File: src/rtl/round_ctrl.sv
// Purpose : typing-tutor round controller; sequences IDLE->ARM->RUN->DONE, scores keys, drives timer.
// Latency : all outputs registered; a key scored on cycle N is visible in the counters on cycle N+1.
// Backpr. : none; key_valid is a per-cycle strobe, so a key held high is scored once per cycle.
//
// Ports
//   clk, reset        rising-edge clock, asynchronous active-low reset
//   start             round start request (honoured in IDLE and DONE only)
//   time_left         remaining time from the timer; zero means expired
//   key_valid/code    keystroke strobe and its ASCII code
//   expected_code     target character at char_idx (text ROM data)
//   timer_en/clr      timer count enable (RUN) and one-cycle reload pulse (ARM)
//   char_idx          text ROM address of the next expected character
//   correct_cnt       saturating count of matching keystrokes
//   error_cnt         saturating count of mismatching keystrokes
//   state, done       current state (IDLE=0 ARM=1 RUN=2 DONE=3), level high in DONE
module round_ctrl #(
    parameter int TIME_W   = 4,
    parameter int SCORE_W  = 8,
    parameter int IDX_W    = 6,
    parameter int TEXT_LEN = 32
) (
    input  logic               clk,
    input  logic               reset,
    input  logic               start,
    input  logic [TIME_W-1:0]  time_left,
    input  logic               key_valid,
    input  logic [7:0]         key_code,
    input  logic [7:0]         expected_code,
    output logic               timer_en,
    output logic               timer_clr,
    output logic [IDX_W-1:0]   char_idx,
    output logic [SCORE_W-1:0] correct_cnt,
    output logic [SCORE_W-1:0] error_cnt,
    output logic [1:0]         state,
    output logic               done
);

    typedef enum logic [1:0] {
        ST_IDLE = 2'd0,
        ST_ARM  = 2'd1,
        ST_RUN  = 2'd2,
        ST_DONE = 2'd3
    } state_t;

    localparam logic [SCORE_W-1:0] SCORE_MAX = '1;
    localparam logic [IDX_W-1:0]   IDX_LAST  = IDX_W'(TEXT_LEN);

    state_t             r_state;
    logic               r_timer_en;
    logic               r_timer_clr;
    logic               r_done;
    logic [IDX_W-1:0]   r_char_idx;
    logic [SCORE_W-1:0] r_correct_cnt;
    logic [SCORE_W-1:0] r_error_cnt;

    logic               w_expired;
    logic               w_match;
    logic [IDX_W-1:0]   w_idx_nxt;
    logic [SCORE_W-1:0] w_correct_nxt;
    logic [SCORE_W-1:0] w_error_nxt;

    assign w_expired     = (time_left == '0);
    assign w_match       = (key_code == expected_code);
    assign w_idx_nxt     = r_char_idx + 1'b1;
    // Counters stick at all-ones instead of wrapping back to zero.
    assign w_correct_nxt = (r_correct_cnt == SCORE_MAX) ? r_correct_cnt : r_correct_cnt + 1'b1;
    assign w_error_nxt   = (r_error_cnt   == SCORE_MAX) ? r_error_cnt   : r_error_cnt   + 1'b1;

    always_ff @(posedge clk or negedge reset) begin
        if (!reset) begin
            r_state       <= ST_IDLE;
            r_timer_en    <= 1'b0;
            r_timer_clr   <= 1'b0;
            r_done        <= 1'b0;
            r_char_idx    <= '0;
            r_correct_cnt <= '0;
            r_error_cnt   <= '0;
        end else begin
            case (r_state)
                ST_IDLE, ST_DONE: begin
                    // A new round wipes the previous score on the same edge it arms the timer.
                    if (start) begin
                        r_state       <= ST_ARM;
                        r_timer_clr   <= 1'b1;
                        r_done        <= 1'b0;
                        r_char_idx    <= '0;
                        r_correct_cnt <= '0;
                        r_error_cnt   <= '0;
                    end
                end
                ST_ARM: begin
                    r_state     <= ST_RUN;
                    r_timer_clr <= 1'b0;
                    r_timer_en  <= 1'b1;
                end
                ST_RUN: begin
                    // Expiry wins over a key arriving in the same cycle; that key is dropped.
                    if (w_expired) begin
                        r_state    <= ST_DONE;
                        r_timer_en <= 1'b0;
                        r_done     <= 1'b1;
                    end else if (key_valid) begin
                        if (w_match) begin
                            r_correct_cnt <= w_correct_nxt;
                            r_char_idx    <= w_idx_nxt;
                            // char_idx tracks characters completed, so it decides text end
                            // even when a narrow correct_cnt has already saturated.
                            if (w_idx_nxt == IDX_LAST) begin
                                r_state    <= ST_DONE;
                                r_timer_en <= 1'b0;
                                r_done     <= 1'b1;
                            end
                        end else begin
                            r_error_cnt <= w_error_nxt;
                        end
                    end
                end
                default: begin
                    r_state <= ST_IDLE;
                end
            endcase
        end
    end

    assign timer_en    = r_timer_en;
    assign timer_clr   = r_timer_clr;
    assign done        = r_done;
    assign char_idx    = r_char_idx;
    assign correct_cnt = r_correct_cnt;
    assign error_cnt   = r_error_cnt;
    assign state       = r_state;

endmodule

File: config.mk
export PLATFORM = sky130hd
export DESIGN_NAME = round_ctrl
export DESIGN_NICKNAME = d
export VERILOG_FILES = /design/src/rtl/round_ctrl.sv
export SDC_FILE = /design/constraint.sdc
export NUM_CORES = 1
export LEC_CHECK = 0
export CAP_MARGIN = 20
export CORE_MARGIN = 1.5
export CORE_UTILIZATION = 35
export CTS_BUF_LIST = sky130_fd_sc_hd__clkbuf_16
export DETAILED_ROUTE_END_ITERATION = 16
export GPL_ROUTABILITY_DRIVEN = 0
export HOLD_SLACK_MARGIN = 0.05
export PLACE_DENSITY = 0.59
export SYNTH_ARGS = -nofsm -noshare
export SYNTH_HDL_FRONTEND = slang
export SYNTH_SLANG_ARGS = --single-unit
File: constraint.sdc
create_clock -name clk -period 1.8 [get_ports clk]
set_input_delay 0.27 -clock clk [delete_from_list [all_inputs] [get_ports clk]]
set_output_delay 0.27 -clock clk [all_outputs]
set_load 0.1 [all_outputs]
After elaboration in Yosys (flattened, before gate mapping)
Index checks and enable logic that the tools add are counted.

Muxes and demuxes: 35. $add $sub $neg: 3. Reductions and logical operators: 13. Equal/unequal tests: 17.

Operators with widths (number): 2-to-1 mux 8 bit (9); case mux 8 bit (2 select lines) (2); 2-to-1 mux 6 bit (4); adder 8 x 1 -> 8 bit (second input constant) (2); equality test 8 bit (second input constant) (2); inequality test 2 bit (second input constant) (7); case mux 6 bit (2 select lines) (1); AND reduction 6 bit (2); 2-to-1 mux 1 bit (10); 2-to-1 mux 2 bit (5); AND reduction 5 bit (2); inequality test 3 bit (second input constant) (3); equality test 8 bit (1); AND reduction 4 bit (2); adder 6 x 1 -> 6 bit (second input constant) (1); equality test 6 bit (second input constant) (1); case mux 1 bit (2 select lines) (3); case mux 2 bit (3 select lines) (1); nonzero test 2 bit (3); equality test 2 bit (second input constant) (2); logical NOT 4 bit (1); equality test 2 x 1 -> 1 bit (second input constant) (1); logical NOT 2 bit (1); AND reduction 2 bit (1); OR reduction 2 bit (1).

Bits in registers: 27. Bits of input ports: 24. Word-level logic and storage cells: 75. Output and inout port bits: 27.

Logic depth before layout (Yosys ltp)
Gate-level depths: netlist of run 1.

Depth in word-level cells: 7. Mapped depth: 9. Mapped depth without buffers: 7.

Worst setup path before layout of run 1
OpenSTA, ideal clock, no wires.

Kind: register -> register. Start: register r_state[0] (netlist: state[0]). End: register r_char_idx[5] (netlist: char_idx[5]). Stages on the path, launching flop included: 8. Path buffers: 1. Period minus slack after synthesis: 2.594 ns. Path slack: -0.794 ns. Arrival: 2.521 ns. Setup time: 0.073 ns. Required time: 1.727 ns. Path through: dfrtp_1 -> inv_1 -> ha_1 -> nand2b_1 -> clkbuf_1 -> nand2_4 -> or4_1 -> nand3_1.

Word-level cells in the longest chain between the ends: 4. Elaborated cells between the ends (all ways): 11. Classes of those cells: eq/ne (6); mux (1); reduce/logical (4).

RTL lines: from (decl) (RTL line 48) `state_t r_state;`; from (signal assigned) (RTL line 71) `r_state <= ST_IDLE;`; from (signal assigned) (RTL line 83) `r_state <= ST_ARM;`; from (signal assigned) (RTL line 92) `r_state <= ST_RUN;`; equality test 2 bit / logical NOT 2 bit (equally long branches) (RTL line 79) `case (r_state)`; OR reduction 2 bit (RTL line 79); inequality test 2 bit (no line) / nonzero test 2 bit (equally long branches); AND reduction 5 bit (no line); to (signal assigned) (RTL line 105) `r_char_idx <= w_idx_nxt;`; to (decl) (RTL line 52) `logic [IDX_W-1:0] r_char_idx;`.

Several ways; a longest one is shown, not always the timed one. A chain may end at the register's enable or synchronous reset.

Worst setup path in the final report of run 1
Start: register r_state[1] (netlist: state[1]). End: register r_char_idx[0] (netlist: char_idx[0]).

Same word-level chain as after synthesis.

==> run summary, run 1 <==
Violations in the final reports -> setup timing
Total congestion overflow after global routing -> 0
Layout cell share with drive strength beyond 1 -> 46.0%
Core region area -> 5440 sq um
Highest net fanout along the worst path -> 4
Number of H-tree levels -> 1
Pre-CTS worst setup slack -> -514 ps
Wire length of the first global-routing pass -> 10,300 um
Setup tns final -> -61.4 ps
Die boundary width -> 77.7 um
Count of endpoints failing setup in the final report -> 3
Area post-placement -> 3220 sq um
Overall power after layout -> 4760 uW
Pwr dens -> 1350 nW/um^2
Hold Path Class -> primary input to async pin
Vias in the first global route -> 2,281
Cell area after layout -> 3540 sq um
Cell family with most CP delay -> simple AND/OR/NAND/NOR gates
Hold Vio Cnt, Final -> 0
Fin. max-slew vios -> 0
Startpoint of the worst-slack reg-to-reg timing path -> state[1]
Number of rows in the core area -> 27
Combined global-route utilization of all metal layers -> 20.9%
Tmin final -> 1830 ps
Post-synthesis sequential element count -> 27
Synth top cells by count -> sky130_fd_sc_hd__dfrtp_1 (27), sky130_fd_sc_hd__nand2_1 (27), sky130_fd_sc_hd__nand3_1 (15)
Yosys warns -> 0
Peak VDD IR -> 1.09 mV
Pre-Repair DR Iteration Count -> 4
ANT nets after route -> 0
Routed wire length per instance -> 15.2 um
Largest area contributor in the netlist -> sky130_fd_sc_hd__dfrtp_1
Slowest cell on the critical path -> sky130_fd_sc_hd__dfrtp_4
Number of nets produced by synthesis -> 257
Die ar. -> 6030 sq um
Maximum achievable frequency -> 547 MHz
Synth unique cells -> 51
Worst setup slack after layout -> -29.7 ps
Critical Path Sink Type -> flip-flop
1st-iter DRT viols -> 100
Period Utilization, post-route -> 102%
Critical setup path kind -> flip-flop to flip-flop
CP startpoint kind -> flip-flop
Leakage power figure -> 0.00144 uW
Crit path buf inv count -> 1
Dominant synthesized flop cell -> sky130_fd_sc_hd__dfrtp_1
Via count -> 2,122
CTS tree -> done
Async set-reset flop share out of synthesis -> 100%
Routed wire length -> 5990 um
Number of maximum-capacitance constraint violations -> 0
Clock latency at the later pin of the worst-skew pair -> 270 ps
Measured slew at the worst slew-check pin -> 377 ps
Cts hold-fix bufs -> 0
WP data required -> 1980 ps
Clock-pin slew on the worst setup and hold paths -> 70 ps
DP Wirelength -> 4440 um
Total clock buffers created by CTS -> 3
Gate count after technology mapping -> 227
Count of clock tree sinks -> 27
Number of synthesized flops with an enable pin -> 0
Synthesis-to-layout area growth -> 81.2%
Dominant cells by area after synthesis -> sky130_fd_sc_hd__dfrtp_1 (35%), sky130_fd_sc_hd__nand2_1 (5.2%), sky130_fd_sc_hd__xnor2_1 (4.0%)
Remaining DRCs -> 0
Clock Tree Root -> sky130_fd_sc_hd__clkbuf_16
IO buf count -> 50
Count of inserted antenna diode cells -> 0
Mean number of vias per cell -> 5.39
End of the worst register-to-register path -> char_idx[0]
Post-synthesis instance area -> 1950 sq um
Max-Slew Margin vs Limit -> 74.9%
Sequential-to-total area share from yosys stat -> 34.6%
Total of fill cells in the finished design -> 446
Worst setup slack for register-to-register paths -> -30 ps
Data arrival time at the worst-slack endpoint -> 2010 ps
Final setup skew -> 5.01 ps
NumNets Final -> 353
Post-synthesis average cell area -> 8.60 sq um
Critical path cell sequence -> ha_4, nor2b_4, a31o_4, nand2_8, buf_6, or4_1, o211ai_1
Unrepaired setup endpoints after global routing -> true
Number of antenna violations at the first check in global routing -> 0
Vert. Die Dim -> 77.7 um
Starting density of the core -> 35.9%
Status -> complete, but fails checks
Worst-case reg-to-reg path depth -> 7
Boundary pin count -> 51
Maximum number of pins on one net before global-route repair -> 28
Area share of the leading cell type in the synthesized netlist -> 34.6%
Bufs on Longest Clock Path -> 2
Largest incremental delay on the critical path -> 490 ps
## state kept, by name (all words and copies together) (netlist names)
register,cells
done,1
state,2
correct_cnt,8
error_cnt,8
char_idx,6
timer_en,1
timer_clr,1
## power breakdown
group	switching (uW)	internal [uW]	leakage (uW)
logic	1780	1610	0.00108
registers	119	721	0.000321
clock network	228	299	0.0000423
## how the worst max path moves through the flow
stage,depth (start not counted),endpoint,start
2_1_floorplan,7,char_idx[5],state[0]
3_3_place_gp,6,correct_cnt[6],time_left[1]
3_5_place_dp,6,correct_cnt[6],time_left[1]
4_1_cts,7,char_idx[0],state[1]
5_1_grt,8,correct_cnt[2],state[1]
6_report,7,char_idx[0],state[1]
## repair_timing
action | in CTS | in global routing
pin swaps | 16 | 5
hold endpoints to repair | 0 | 0
setup buffers | 11 | 1
resized for setup | 13 | 17
endpoints found under the setup margin | 21 | 21
## metrics by stage
| step | utilization, % | cells | hold WS (ps) |
|---|---|---|---|
| final | 65.0 | 394 | 384 |
| after global routing | 65.0 | 394 | 426 |
| after CTS | 63.2 | 393 | 407 |
| after detailed placement | 59.3 | 378 | 508 |
| after global placement | 59.3 | 378 | 493 |
| after floorplan | - | 227 | -25.6 |
## placed cells by master (no fill, tap or decap), types with 4 or more instances in the layout
cell type,netlist,final
sky130_fd_sc_hd__and3_1,9,9
sky130_fd_sc_hd__dfrtp_1,27,4
sky130_fd_sc_hd__buf_12,0,30
sky130_fd_sc_hd__nand4_1,11,11
sky130_fd_sc_hd__nor2_1,13,13
sky130_fd_sc_hd__inv_1,9,9
sky130_fd_sc_hd__clkdlybuf4s50_1,0,20
sky130_fd_sc_hd__a21oi_1,7,6
sky130_fd_sc_hd__nor3_1,7,7
sky130_fd_sc_hd__nand3_1,15,11
sky130_fd_sc_hd__nand3_2,0,4
sky130_fd_sc_hd__nand2_1,27,26
sky130_fd_sc_hd__buf_4,1,51
sky130_fd_sc_hd__ha_1,6,4
sky130_fd_sc_hd__dfrtp_4,0,11
sky130_fd_sc_hd__dfrtp_2,0,12
sky130_fd_sc_hd__o211ai_1,10,10
sky130_fd_sc_hd__xnor2_1,9,9
## cells by family after synthesis
kind of cell    after synthesis  synth area share, %
fa+ha+maj                     6                 3.85
buf+inv                      25                 6.15
xor+xnor                      9                 4.04
simple gates                110                 31.0
flops                        27                 34.6
mux                           1                0.577
compound gates               49                 19.8
## routing by layer
metal	vias up	share of wire, %	global-route usage (%)
met5	-	0	0
met3	4	3.4	2.12
met1	1024	45	27.0
li1	1041	-	-
met4	0	0.35	6.00
met2	53	51	36.4
## layout make-up
class | instances | area [sq um] | share of cell area [%]
multi-input cells | 175 | 1360 | 38.3
repair buffers | 107 | 1240 | 35.2
flip-flops and latches | 27 | 732 | 20.7
well taps | 72 | 90.1 | 2.55
clock buffers | 3 | 75.1 | 2.12
inverters | 9 | 36.3 | 1.03
clock inverters | 1 | 3.75 | 0.106
Note: power is estimated with default switching activity, not from simulation.
==> inputs of run 2 (changes only) <==
CELL_PAD_IN_SITES_DETAIL_PLACEMENT = 1   (was unset)
CELL_PAD_IN_SITES_GLOBAL_PLACEMENT = 1   (was unset)
CORE_UTILIZATION = 32   (was 35)
PLACE_DENSITY = 0.71   (was 0.59)
==> run 2 against run 1 <==
The run still ends with setup timing left. Clock power increased by 1%. Flip-flop and latch count unchanged. Critical path depth unchanged. Via count increased by 8.5%. Largest cell class unchanged. Highest routed layer unchanged.
==> run summary, run 2 (synthesis gave the netlist of run 1 again) <==
Status -> complete, but fails checks
Max-Slew Margin vs Limit -> 73.7%
Vert. Die Dim -> 81.1 um
Measured slew at the worst slew-check pin -> 394 ps
Die ar. -> 6580 sq um
Clock latency at the later pin of the worst-skew pair -> 270 ps
CP startpoint kind -> flip-flop
Cts hold-fix bufs -> 0
Die boundary width -> 81.1 um
Count of inserted antenna diode cells -> 0
Area post-placement -> 3230 sq um
ANT nets after route -> 0
Violations in the final reports -> setup timing
Highest net fanout along the worst path -> 6
Most common library cell in the layout ignoring fill and taps -> sky130_fd_sc_hd__buf_4
Fin. max-slew vios -> 0
Bufs on Longest Clock Path -> 2
NumNets Final -> 360
Critical setup path kind -> flip-flop to flip-flop
Part of the power in the clock network -> 11.0%
Hold Path Class -> primary input to async pin
Count of endpoints failing setup in the final report -> 11
Layout cell share with drive strength beyond 1 -> 49.2%
Cell area after layout -> 3550 sq um
Total clock buffers created by CTS -> 3
Internal power -> 2560 uW
Clock-pin slew on the worst setup and hold paths -> 80 ps
Vias in the first global route -> 2,374
Core region area -> 5920 sq um
Routed wire length -> 7830 um
Hold Vio Cnt, Final -> 0
Maximum number of pins on one net before global-route repair -> 28
Worst setup slack for register-to-register paths -> -120 ps
Critical Path Sink Type -> flip-flop
DP Wirelength -> 5150 um
Relative contribution of sequential cells to total power -> 17.5%
Clock Tree Root -> sky130_fd_sc_hd__clkbuf_16
Peak VDD IR -> 1.11 mV
Part of the total power dissipated in combinational logic -> 71.5%
IO buf count -> 50
Leakage power figure -> 0.00146 uW
Pwr dens -> 1360 nW/um^2
Count of clock tree sinks -> 27
Pre-Repair DR Iteration Count -> 4
Data arrival time at the worst-slack endpoint -> 2100 ps
Number of rows in the core area -> 28
Number of antenna violations at the first check in global routing -> 0
Combined global-route utilization of all metal layers -> 23.1%
Via count -> 2,302
Number of H-tree levels -> 1
Tmin final -> 1920 ps
Routed wire length per instance -> 19.4 um
Number of maximum-capacitance constraint violations -> 0
CTS tree -> done
Total of fill cells in the finished design -> 649
Total congestion overflow after global routing -> 0
Synthesis-to-layout area growth -> 82.1%
1st-iter DRT viols -> 52
Remaining DRCs -> 0
Sw frac -> 46.9%
Most used cells in the layout excluding fill and tap cells -> sky130_fd_sc_hd__buf_4 (60), sky130_fd_sc_hd__nand2_1 (26), sky130_fd_sc_hd__buf_12 (26)
Final standard cell utilization of the core -> 60.0%
Worst setup slack after layout -> -122 ps
Period Utilization, post-route -> 107%
Cell Count, Final, Fillers Out -> 404
Mean number of vias per cell -> 5.70
Pre-CTS worst setup slack -> -524 ps
Number of placed instances with taps included -> 385
Final setup skew -> 6.04 ps
Starting density of the core -> 33.0%
Maximum achievable frequency -> 520 MHz
Unrepaired setup endpoints after global routing -> true
WP data required -> 1980 ps
Net switching power of the design -> 2260 uW
Worst-case reg-to-reg path depth -> 7
Boundary pin count -> 51
Wire length of the first global-routing pass -> 11,700 um
run 2: changes by cell type in the layout (fill, tap and decap cells not counted), sizes merged:
| cell | before | now |
|---|---|---|
| buf | 84 | 90 |
| clkinvlp | 0 | 1 |
| and3 | 10 | 11 |
| inv | 10 | 9 |
run 2: path summary, 6_finish.rpt:
kind / startpoint / endpoint
setup / recovery: state[1] / char_idx[0]
hold / removal: reset / state[0]
setup reg to reg: state[1] / char_idx[0]
hold reg to reg: done / done
max in group asynchronous: reset / error_cnt[4]
min in group clk: done / done
run 2: layout make-up:
| class | count | area [sq um] | area share [%] |
|---|---|---|---|
| Multi-Input combinational cell | 176 | 1370 | 38.5 |
| Timing Repair Buffer | 113 | 1240 | 35.0 |
| Sequential cell | 27 | 732 | 20.6 |
| Tap cell | 75 | 93.8 | 2.64 |
| Clock buffer | 3 | 75.1 | 2.11 |
| Inverter | 9 | 37.5 | 1.06 |
| Clock inverter | 1 | 3.75 | 0.106 |
run 2: through the flow:
stage                     hold WS (ps)  power, uW  TNS (ps)
after CTS                          413       4460      -374
after global routing               423       5060     -1650
after detailed placement           553       3600     -8230
after floorplan                  -25.6       2570     -1170
after global placement             491       3510     -7470
final                              392       4820      -691
run 2: worst max-delay path, stage by stage (launching register included):
cell                       delay [ps]
sky130_fd_sc_hd__dfrtp_4          490
sky130_fd_sc_hd__ha_4             290
sky130_fd_sc_hd__nor2b_4          140
sky130_fd_sc_hd__a31o_4           170
sky130_fd_sc_hd__nand2_8           90
sky130_fd_sc_hd__buf_6            130
sky130_fd_sc_hd__or4_4            410
sky130_fd_sc_hd__o211ai_1         110
run 2: power by group through the flow:
| stage | clock, uW | combinational [uW] | sequential (uW) |
|---|---|---|---|
| 3_3_place_gp | 0 | 2670 | 845 |
| 5_1_grt | 569 | 3630 | 858 |
| 6_report | 533 | 3450 | 844 |
| 2_1_floorplan | 0 | 1140 | 1430 |
| 3_5_place_dp | 0 | 2750 | 849 |
| 4_1_cts | 535 | 3090 | 836 |
run 2: repair_timing:
| item | CTS | global route |
|---|---|---|
| resized for setup | 22 | 14 |
| setup endpoints to repair | 22 | 19 |
| gates cloned | 1 | 0 |
| setup buffers | 4 | 10 |
| pin swaps | 12 | 9 |
run 2: routing by layer:
| metal | GRT usage [%] | wire, um |
|---|---|---|
| met1 | 28.3 | 3370 |
| met2 | 42.7 | 4120 |
| met3 | 2.02 | 193 |
| met4 | 6.72 | 144 |
| met5 | 0 | 0 |
==> inputs of run 3 (changes only) <==
ABC_CLOCK_PERIOD_IN_PS = 1800   (was unset)
CORE_UTILIZATION = 35   (was 32)
DONT_BUFFER_PORTS = 1   (was unset)
PLACE_DENSITY = 0.61   (was 0.71)
==> run 3 against run 2 <==
The run now ends clean. Maximum frequency increased by 6.9%. Critical path type unchanged. First-iteration DRC count grew 52%. Sequential power down 4.4%. Wire length is 17% lower. Global-route usage is 1.6 points lower. Clock power about the same. Clock skew is 3.4 ps lower. Final cell count fell by 14%. Combinational power down 21%. Critical endpoint is now correct_cnt[3]. Flip-flop and latch count unchanged.
==> run summary, run 3 (synthesis gave the netlist of run 1 again) <==
ANT nets after route -> 0
Data arrival time at the worst-slack endpoint -> 1940 ps
DP Wirelength -> 4690 um
IO buf count -> 0
Core region area -> 5440 sq um
Critical Path Sink Type -> flip-flop
Pwr dens -> 1470 nW/um^2
Die ar. -> 6030 sq um
Remaining DRCs -> 0
Slowest cell on the critical path -> sky130_fd_sc_hd__dfrtp_4
Vert. Die Dim -> 77.7 um
Highest net fanout along the worst path -> 9
Leakage power figure -> 0.00114 uW
Unrepaired setup endpoints after global routing -> true
Most common library cell in the layout ignoring fill and taps -> sky130_fd_sc_hd__buf_4
Final setup skew -> 2.63 ps
Pre-Repair DR Iteration Count -> 4
Max-Slew Margin vs Limit -> 77.7%
Footprint of the flip-flops and latches -> 732 sq um
Layout cell share with drive strength beyond 1 -> 46.5%
Largest incremental delay on the critical path -> 490 ps
Synthesis-to-layout area growth -> 42.0%
Count of inserted antenna diode cells -> 0
Number of placed instances with taps included -> 333
Number of H-tree levels -> 1
Starting density of the core -> 35.9%
Hold Path Class -> primary input to flip-flop
Clock latency at the later pin of the worst-skew pair -> 270 ps
Period Utilization, post-route -> 99.9%
Die boundary width -> 77.7 um
1st-iter DRT viols -> 79
Hold Vio Cnt, Final -> 0
Measured slew at the worst slew-check pin -> 335 ps
Number of antenna violations at the first check in global routing -> 0
Bufs on Longest Clock Path -> 2
Fin. max-slew vios -> 0
Clock-pin slew on the worst setup and hold paths -> 70 ps
Mean number of vias per cell -> 5.79
Routed wire length per instance -> 18.8 um
Setup tns final -> 0 ps
Total clock buffers created by CTS -> 3
Number of rows in the core area -> 27
Total of fill cells in the finished design -> 651
Total congestion overflow after global routing -> 0
Count of endpoints failing setup in the final report -> 0
Wire length of the first global-routing pass -> 10,400 um
Peak VDD IR -> 0.797 mV
Critical path cell sequence -> ha_4, nor2b_4, a31o_4, nand2_8, buf_12, a211oi_2, o211ai_1
Maximum achievable frequency -> 556 MHz
Count of clock tree sinks -> 27
Combined area of the multi-input logic cells -> 1370 sq um
Tmin final -> 1800 ps
Number of maximum-capacitance constraint violations -> 0
NumNets Final -> 306
Clock Tree Root -> sky130_fd_sc_hd__clkbuf_16
CTS tree -> done
Most used cells in the layout excluding fill and tap cells -> sky130_fd_sc_hd__buf_4 (53), sky130_fd_sc_hd__nand2_1 (26), sky130_fd_sc_hd__nor2_1 (12), sky130_fd_sc_hd__dfrtp_2 (12)
Status -> completed
Via count -> 2,008
WP data required -> 1940 ps
Routed wire length -> 6530 um
Combined global-route utilization of all metal layers -> 21.5%
Crit path buf inv count -> 1
CP startpoint kind -> flip-flop
Maximum number of pins on one net before global-route repair -> 28
Vias in the first global route -> 2,062
Cell family with most CP delay -> flip-flops
Cell Count, Final, Fillers Out -> 347
Boundary pin count -> 51
Critical setup path kind -> flip-flop to flip-flop
run 3: final cells by class:
cell class	count	share of cell area (%)
tap	72	3.25
sequential	27	26.4
clock inverter	1	0.181
inverter	9	1.22
timing repair buffer	58	17.0
multi-input combinational	177	49.3
clock buffer	3	2.71
run 3: where the power goes:
group / switching, uW / internal [uW]
sequential: 86.1 / 721
clock: 229 / 301
combinational: 1730 / 996
run 3: timing repair:
action / CTS / global route
pin swaps: 3 / 9
setup endpoints to repair: 11 / 17
gates resized for setup: 8 / 16
hold endpoints to repair: 27 / 0
hold buffers: 2 / 0
gates cloned: 0 / 2
buffers inserted: 2 / 4
run 3: worst reg2reg max path, stage by stage (launching register included):
cell and delay (ps):
sky130_fd_sc_hd__dfrtp_4 490, sky130_fd_sc_hd__ha_4 290, sky130_fd_sc_hd__nor2b_4 130, sky130_fd_sc_hd__a31o_4 170, sky130_fd_sc_hd__nand2_8 100, sky130_fd_sc_hd__buf_12 160
sky130_fd_sc_hd__a211oi_2 210, sky130_fd_sc_hd__o211ai_1 110
run 3: per-layer routing:
metal,track usage (%),part of all wire (%)
met5,0,0
met4,4.55,0.73
met3,3.29,3.0
met2,38.6,53
met1,26.9,43
run 3: per-stage QoR:
| step | area, sq um | total power (uW) | hold slack [ps] | worst slack [ps] | util [%] |
|---|---|---|---|---|---|
| 2_1_floorplan | 2130 | 2570 | -25.6 | -140 | - |
| 3_3_place_gp | 2490 | 3110 | -24.5 | -90.8 | 45.8 |
| 3_5_place_dp | 2490 | 3190 | -24.5 | -209 | 45.8 |
| 4_1_cts | 2650 | 3890 | 227 | -46.9 | 48.8 |
| 5_1_grt | 2770 | 4280 | 242 | -72.6 | 51.0 |
| 6_report | 2770 | 4060 | 231 | 2.03 | 51.0 |
run 3: final timing paths:
path	startpoint	to	slack, ps	depth (start not counted)
worst min register to register	done	done	520	2
min in group asynchronous	reset	char_idx[5]	450	2
worst max-delay path	state[1]	correct_cnt[3]	2	7
worst min-delay path	start	timer_clr	230	2
worst max register to register	state[1]	correct_cnt[3]	2	7
max in group asynchronous	reset	error_cnt[5]	1170	2
